===== config.mk =====
export PLATFORM = sky130hd
export DESIGN_NAME = vga_timing_gen
export DESIGN_NICKNAME = d
export VERILOG_FILES = /design/src/rtl/vga_timing_gen.sv
export SDC_FILE = /design/constraint.sdc
export NUM_CORES = 1
export LEC_CHECK = 0
export CAP_MARGIN = 20
export CORE_MARGIN = 3
export CORE_UTILIZATION = 47
export CTS_CLUSTER_DIAMETER = 150
export DETAILED_ROUTE_END_ITERATION = 8
export PLACE_DENSITY = 0.86
export SLEW_MARGIN = 10
export SYNTH_ARGS = -nofsm -noshare
export SYNTH_HDL_FRONTEND = slang
export SYNTH_SLANG_ARGS = --single-unit

===== constraint.sdc =====
create_clock -name clk -period 2.4 [get_ports clk]
set_clock_uncertainty 0.15 [all_clocks]
set_input_delay 0.24 -clock clk [delete_from_list [all_inputs] [get_ports clk]]
set_output_delay 0.24 -clock clk [all_outputs]
set_load 0.05 [all_outputs]

===== src/rtl/vga_timing_gen.sv =====
// vga_timing_gen
// Free-running VGA raster timing generator. The 100 MHz system clock is
// divided by four to make the pixel strobe. The raster position, the sync
// pulses, blanking and the frame markers all advance on that strobe.
//
// The sync and blank outputs are registered. They are decoded from the
// *next* counter values on the same edge that loads the counters. As a
// result they always agree with the hcount/vcount presented alongside them,
// and downstream overlays see no skew between position and timing.

module vga_timing_gen #(
    parameter int   H_ACTIVE = 640,
    parameter int   H_FP     = 16,
    parameter int   H_SYNC   = 96,
    parameter int   H_BP     = 48,
    parameter int   V_ACTIVE = 480,
    parameter int   V_FP     = 10,
    parameter int   V_SYNC   = 2,
    parameter int   V_BP     = 33,
    parameter logic SYNC_POL = 1'b0
) (
    input  logic       clk,
    input  logic       rst,
    output logic       pixpulse,
    output logic [9:0] hcount,
    output logic [9:0] vcount,
    output logic       hsync,
    output logic       vsync,
    output logic       blank,
    output logic       frame_start,
    output logic [7:0] frame
);

    localparam logic [9:0] H_TOTAL  = 10'(H_ACTIVE + H_FP + H_SYNC + H_BP);
    localparam logic [9:0] H_LAST   = H_TOTAL - 10'd1;
    localparam logic [9:0] H_VIS    = 10'(H_ACTIVE);
    localparam logic [9:0] HS_START = 10'(H_ACTIVE + H_FP);
    localparam logic [9:0] HS_END   = 10'(H_ACTIVE + H_FP + H_SYNC);

    localparam logic [9:0] V_TOTAL  = 10'(V_ACTIVE + V_FP + V_SYNC + V_BP);
    localparam logic [9:0] V_LAST   = V_TOTAL - 10'd1;
    localparam logic [9:0] V_VIS    = 10'(V_ACTIVE);
    localparam logic [9:0] VS_START = 10'(V_ACTIVE + V_FP);
    localparam logic [9:0] VS_END   = 10'(V_ACTIVE + V_FP + V_SYNC);

    logic [1:0] div;
    logic [9:0] h_next;
    logic [9:0] v_next;
    logic       h_wrap;
    logic       v_wrap;
    logic       frame_wrap;
    logic       hsync_next;
    logic       vsync_next;
    logic       blank_next;

    // Free-running divide-by-four prescaler.
    always_ff @(posedge clk or negedge rst) begin
        if (!rst) begin
            div <= 2'd0;
        end else begin
            div <= div + 2'd1;
        end
    end

    // Pixel strobe, registered so that it is high exactly while div == 3.
    always_ff @(posedge clk or negedge rst) begin
        if (!rst) begin
            pixpulse <= 1'b0;
        end else begin
            pixpulse <= (div == 2'd2);
        end
    end

    // Next raster position and the decodes of that position. The >=
    // compares also pull any out-of-range value straight back to zero.
    always_comb begin
        h_wrap     = (hcount >= H_LAST);
        v_wrap     = (vcount >= V_LAST);
        frame_wrap = h_wrap && v_wrap;
        h_next     = h_wrap ? 10'd0 : hcount + 10'd1;
        v_next     = vcount;
        if (h_wrap) begin
            v_next = v_wrap ? 10'd0 : vcount + 10'd1;
        end
        hsync_next = ((h_next >= HS_START) && (h_next < HS_END)) ? SYNC_POL : ~SYNC_POL;
        vsync_next = ((v_next >= VS_START) && (v_next < VS_END)) ? SYNC_POL : ~SYNC_POL;
        blank_next = (h_next >= H_VIS) || (v_next >= V_VIS);
    end

    // Raster counters advance on the edge that ends a pixpulse-high cycle.
    always_ff @(posedge clk or negedge rst) begin
        if (!rst) begin
            hcount <= 10'd0;
            vcount <= 10'd0;
        end else if (pixpulse) begin
            hcount <= h_next;
            vcount <= v_next;
        end
    end

    // Sync and blank are loaded together with the counters.
    always_ff @(posedge clk or negedge rst) begin
        if (!rst) begin
            hsync <= ~SYNC_POL;
            vsync <= ~SYNC_POL;
            blank <= 1'b0;
        end else if (pixpulse) begin
            hsync <= hsync_next;
            vsync <= vsync_next;
            blank <= blank_next;
        end
    end

    // Frame marker: a one-clk pulse in the first cycle that shows (0,0),
    // plus a wrapping frame count.
    always_ff @(posedge clk or negedge rst) begin
        if (!rst) begin
            frame_start <= 1'b0;
            frame       <= 8'd0;
        end else begin
            frame_start <= pixpulse && frame_wrap;
            if (pixpulse && frame_wrap) begin
                frame <= frame + 8'd1;
            end
        end
    end

endmodule


; ---- Word level (Yosys, flattened, before mapping)
; Index checks and enable logic that the tools add are counted.
[totals]
register_bits = 35
out_inout_bits = 33
elab_cells = 32
[classes]
n_addsub = 4
magnitude_cmp = 8
n_eq_ne = 1
mux = 5
reduce_logical = 5
[op_table]
columns = cell, n
row1 = "greater-or-equal comparator 10 bit, second input constant", 4
row2 = two-way mux 10 bit, 3
row3 = "adder 10 x 1 -> 10 bit, second input constant", 2
row4 = "greater-or-equal comparator 10 x 9 -> 1 bit, second input constant", 2
row5 = "less-than comparator 10 bit, second input constant", 1
row6 = "less-than comparator 10 x 9 -> 1 bit, second input constant", 1
row7 = "adder 8 x 1 -> 8 bit, second input constant", 1
row8 = logical AND 1 bit, 4
row9 = "adder 2 x 1 -> 2 bit, second input constant", 1
row10 = "equality test 2 bit, second input constant", 1
row11 = two-way mux 1 bit, 2
row12 = logical OR 1 bit, 1

; ---- Logic depth before layout (Yosys ltp)
[logic_depth]
word_depth = 6
ltp_mapped = 9

; ---- Worst setup path before layout
; Ideal clock, no wire load.
[synth_path]
path_kind = register -> register
from = reg vcount[6]
to = reg vsync
t_arrival_ns = 2.439
path_slack_ns = -0.285
path_stages_with_launch = 8
path_buffers = 2
cell_sequence = dfrtp_1 -> buf_6 -> or4_4 -> o31a_1 -> buf_6 -> or4_4 -> a211oi_2 -> a31oi_1
[synth_via]
elab_chain_cells = 6
word_cells_on_any_way = 8
[synth_lines]
columns = item, line
row1 = start: declaration, 26  ; output logic [9:0] vcount,
row2 = start signal: assignment, 97  ; vcount <= v_next;
row3 = adder 10 x 1 -> 10 bit or greater-or-equal comparator 10 bit (tied branches), "83, 78"
row4 = two-way mux 10 bit, 83  ; v_next = v_wrap ? 10'd0 : vcount + 10'd1;
row5 = two-way mux 10 bit *, 82  ; if (h_wrap) begin
row6 = greater-or-equal comparator 10 x 9 -> 1 bit or less-than comparator 10 x 9 -> 1 bit (tied branches), 86  ; vsync_next = ((v_next >= VS_START) && (v_next < VS_END)) ? SYNC_POL : ~SYNC_POL;
row7 = logical AND 1 bit *, 86
row8 = two-way mux 1 bit *, 86
row9 = end signal: assignment, 105  ; vsync <= ~SYNC_POL;
row10 = end signal: assignment, 109  ; vsync <= vsync_next;
row11 = end: declaration, 28  ; output logic vsync,
; Mark *: on every way between the ends. The rest lies on a longest branch, timed or not.
; A chain may end at the register's enable or synchronous reset.

; ---- Final worst setup path
[layout_path]
from = reg vcount[5]
to = reg vsync
; Same word-level chain as after synthesis.

==> metrics.txt <==
# TYPE chip_impl_metric gauge
chip_impl_metric{name="post-place-cells",unit=""} 304
chip_impl_metric{name="grt.total_usage",unit="%"} 20.2
chip_impl_metric{name="synth-xor-area-share",unit="%"} 4.38
chip_impl_metric{name="holdWs",unit="ns"} 0.196
chip_impl_metric{name="die_area",unit="um2"} 5080
chip_impl_metric{name="maxSlewHeadroom",unit="%"} 64.9
chip_impl_metric{name="final_max_slew_viol_count",unit=""} 0
chip_impl_info{name="critical_path.startpoint_type",value="register"} 1
chip_impl_metric{name="fin_util",unit="%"} 63.9
chip_impl_metric{name="fin_crit_period",unit="ns"} 2.24
chip_impl_metric{name="leakagePower",unit="nW"} 1.02
chip_impl_metric{name="clk-insertion-delay-late",unit="ns"} 0.29
chip_impl_metric{name="synth-edff-count",unit=""} 0
chip_impl_metric{name="number_of_port_buffers",unit=""} 34
chip_impl_metric{name="detail_route.first_pass.iterations",unit=""} 5
chip_impl_info{name="worstPathCellList",value="or4_4, o31ai_2, nand2_1, o31a_1, a211oi_2, a31oi_1"} 1
chip_impl_metric{name="synth-async-reset-ratio",unit="%"} 100
chip_impl_metric{name="worst_slack_placed",unit="ns"} 0.0955
chip_impl_info{name="timing.critical_path.slowest_stage_cell",value="or4_4"} 1
chip_impl_info{name="clk_root_buffer_cell",value="clkbuf_8"} 1
chip_impl_metric{name="post-route-drc-count",unit=""} 0
chip_impl_metric{name="cts_buffer_depth",unit=""} 2
chip_impl_info{name="path_class",value="register to register"} 1
chip_impl_metric{name="fmaxAchievable",unit="GHz"} 0.447
chip_impl_metric{name="number_of_standard_cells_after_synthesis",unit=""} 224
chip_impl_metric{name="detail_route.iter0.violations",unit=""} 176
chip_impl_metric{name="reg2reg_setup_slack",unit="ns"} 0.16
chip_impl_metric{name="synth_adder_area_share",unit="%"} 3.13
chip_impl_metric{name="ys_ff_latch",unit=""} 35
chip_impl_metric{name="synth.lib_cells_used.distinct",unit=""} 44
chip_impl_info{name="critPathTopFamily",value="compound AO/OA/AOI/OAI gates"} 1
chip_impl_metric{name="post-route-cell-area",unit="um2"} 2590
chip_impl_metric{name="cts_buffers",unit=""} 5
chip_impl_metric{name="layout-drive-gt1-share",unit="%"} 18.9
chip_impl_info{name="rsz0062_at_grt",value="no"} 1
chip_impl_metric{name="timing.critical_path.fanout_max",unit=""} 3
chip_impl_metric{name="yosys.area_share.simple",unit="%"} 18.9
chip_impl_metric{name="post-route-worst-setup-slack",unit="ns"} 0.162
chip_impl_info{name="hold_class",value="input port to async pin"} 1
chip_impl_metric{name="antenna_violating_nets_post_route",unit=""} 0
chip_impl_info{name="cts_tree",value="built"} 1
chip_impl_metric{name="detailed_place.area",unit="um2"} 2460
chip_impl_metric{name="power-per-cell-area",unit="nW/um2"} 415
chip_impl_metric{name="detailroute.via_count",unit=""} 1890
chip_impl_metric{name="postSynthNetCount",unit=""} 231
chip_impl_metric{name="path_clk_slew",unit="ns"} 0.07
chip_impl_metric{name="mean_cell_area_of_the_mapped_netlist",unit="um2"} 8.93
chip_impl_metric{name="crit_path_max_incr_delay",unit="ns"} 0.54
chip_impl_metric{name="place_hpwl",unit="mm"} 3.43
chip_impl_metric{name="layout_filler_cell_count",unit=""} 333
chip_impl_metric{name="drt-vias-per-instance",unit=""} 6.02
chip_impl_metric{name="final_nets",unit=""} 270
chip_impl_metric{name="setup_violations",unit=""} 0
chip_impl_metric{name="grt_max_degree",unit=""} 36
chip_impl_metric{name="fin_crit_sh",unit="%"} 93.2
chip_impl_info{name="worstSetupStartpoint",value="vcount[5]"} 1
chip_impl_info{name="outcome",value="finished clean"} 1
chip_impl_metric{name="grt_antenna_before_repair",unit=""} 0
chip_impl_metric{name="final.setup.tns",unit="ns"} 0
chip_impl_info{name="ys.flop_type",value="dfrtp_1"} 1
chip_impl_metric{name="gpl.final_weighted_congestion",unit=""} 0.885
chip_impl_info{name="synth_top_family_by_area",value="compound AO/OA/AOI/OAI gates"} 1
chip_impl_metric{name="cap_viol_max_count",unit=""} 0
chip_impl_metric{name="grt_overflow",unit=""} 0
chip_impl_metric{name="core.rowCount",unit=""} 23
chip_impl_metric{name="die_w",unit="um"} 71.2
chip_impl_metric{name="die_height",unit="um"} 71.2
chip_impl_info{name="final_cell_mix",value="clkdlybuf4s50_1, o21ai_0, nand2_1"} 1
chip_impl_metric{name="ys_warn_count",unit=""} 0
chip_impl_metric{name="clock-sinks",unit=""} 35
chip_impl_metric{name="netlist_area",unit="um2"} 2000
chip_impl_metric{name="drt-wirelength-per-cell",unit="um"} 15.9
chip_impl_metric{name="ios",unit=""} 35
chip_impl_metric{name="wp_data_arrival",unit="ns"} 2.30
chip_impl_metric{name="coreArea",unit="um2"} 4060
chip_impl_info{name="layout_commonest_cell",value="clkdlybuf4s50_1"} 1
chip_impl_metric{name="totalPowerFinal",unit="mW"} 1.08
chip_impl_metric{name="first_pass_grt_wire_length",unit="mm"} 8.12
chip_impl_metric{name="first_global_vias",unit=""} 1716
chip_impl_metric{name="synthToLayoutAreaGrowth",unit="%"} 29.6
chip_impl_metric{name="worstMarginPinSlew",unit="ns"} 0.524
chip_impl_metric{name="cts.htree.levels",unit=""} 2
chip_impl_metric{name="synth_sequential_area_ratio",unit="%"} 43.9
chip_impl_metric{name="final-instance-count-excl-fill",unit=""} 314
chip_impl_metric{name="floorplan.initialDensity",unit="%"} 49.3
chip_impl_metric{name="muxShareOfSynthArea",unit="%"} 1.06
chip_impl_metric{name="synth-compound-area-share",unit="%"} 23.0
chip_impl_metric{name="cp_data_required_time",unit="ns"} 2.46
chip_impl_metric{name="routed_wirelength",unit="mm"} 5.00
chip_impl_metric{name="worst_path_bufs_invs",unit=""} 0
chip_impl_info{name="r2r-start",value="vcount[5]"} 1
chip_impl_metric{name="irDropWorstVdd",unit="uV"} 273
chip_impl_info{name="end_kind",value="register"} 1
chip_impl_metric{name="finalHoldViolCount",unit=""} 0
chip_impl_metric{name="num_antenna_cells",unit=""} 0
## cells by family after synthesis
group                      count (synthesis)
buffers and inverters                     25
and+or+nand+nor                           76
DFF                                       35
xor gates and xnor gates                  10
adders and majority gates                  5
muxes                                      2
AOI/OAI and AO/OA                         71
## per-layer routing
layer  part of all wire, %  up-vias  global-route usage, %
li1                      -      895                      -
met1                    44      896                   28.2
met4                   1.5        0                   7.52
met3                   7.0        8                   4.77
met5                     0        -                      0
met2                    48       91                   30.7
## worst register-to-register path: stages (launching register included)
cell      delay, ns
dfrtp_2        0.40
or4_4          0.54
o31ai_2        0.35
nand2_1        0.13
o31a_1         0.30
a211oi_2       0.19
a31oi_1        0.10
## power breakdown
group          total (mW)  switching [mW]  internal, mW
registers           0.590               0         0.590
logic              0.0136          0.0111       0.00248
clock network       0.474           0.212         0.262
## synthesized netlist by cell type (all sizes together) (7+ instances only)
cell / number / area share [%]
and3: 7 / 2.2
o31ai: 9 / 3.4
a21oi: 11 / 2.8
o21ai: 28 / 7.0
inv: 7 / 1.3
nand2: 22 / 4.1
nor2: 14 / 2.6
xnor2: 9 / 3.9
dfrtp: 33 / 41
clkbuf: 13 / 2.4
nand3: 11 / 2.8
## final cells by class
| class | instances | area [um2] | area share (%) |
|---|---|---|---|
| Timing Repair Buffer | 50 | 460 | 17.8 |
| Multi-Input combinational cell | 164 | 1050 | 40.4 |
| Inverter | 7 | 26.3 | 1.01 |
| Tap cell | 50 | 62.6 | 2.41 |
| Sequential cell | 35 | 897 | 34.6 |
| Clock buffer | 8 | 100 | 3.86 |
## registers in the layout, indices dropped and copies added (netlist names)
register,count
frame,8
div,2
pixpulse,1
vcount,10
hsync,1
hcount,10
frame_start,1
blank,1
vsync,1
## worst paths after layout
kind,end,depth (start not counted)
setup / recovery,vsync,6
hold / removal,hcount[4],2
setup reg to reg,vsync,6
hold reg to reg,div[0],1
max in group asynchronous,vsync,2
min in group clk,div[0],1
## repair_timing
| action | 4_1_cts | 5_1_grt |
|---|---|---|
| buffers inserted | 0 | 2 |
| setup endpoints to repair | 0 | 12 |
| hold buffers | 0 | 0 |
| resized for setup | 0 | 4 |
No activity file was read; power rests on OpenSTA's default activity.
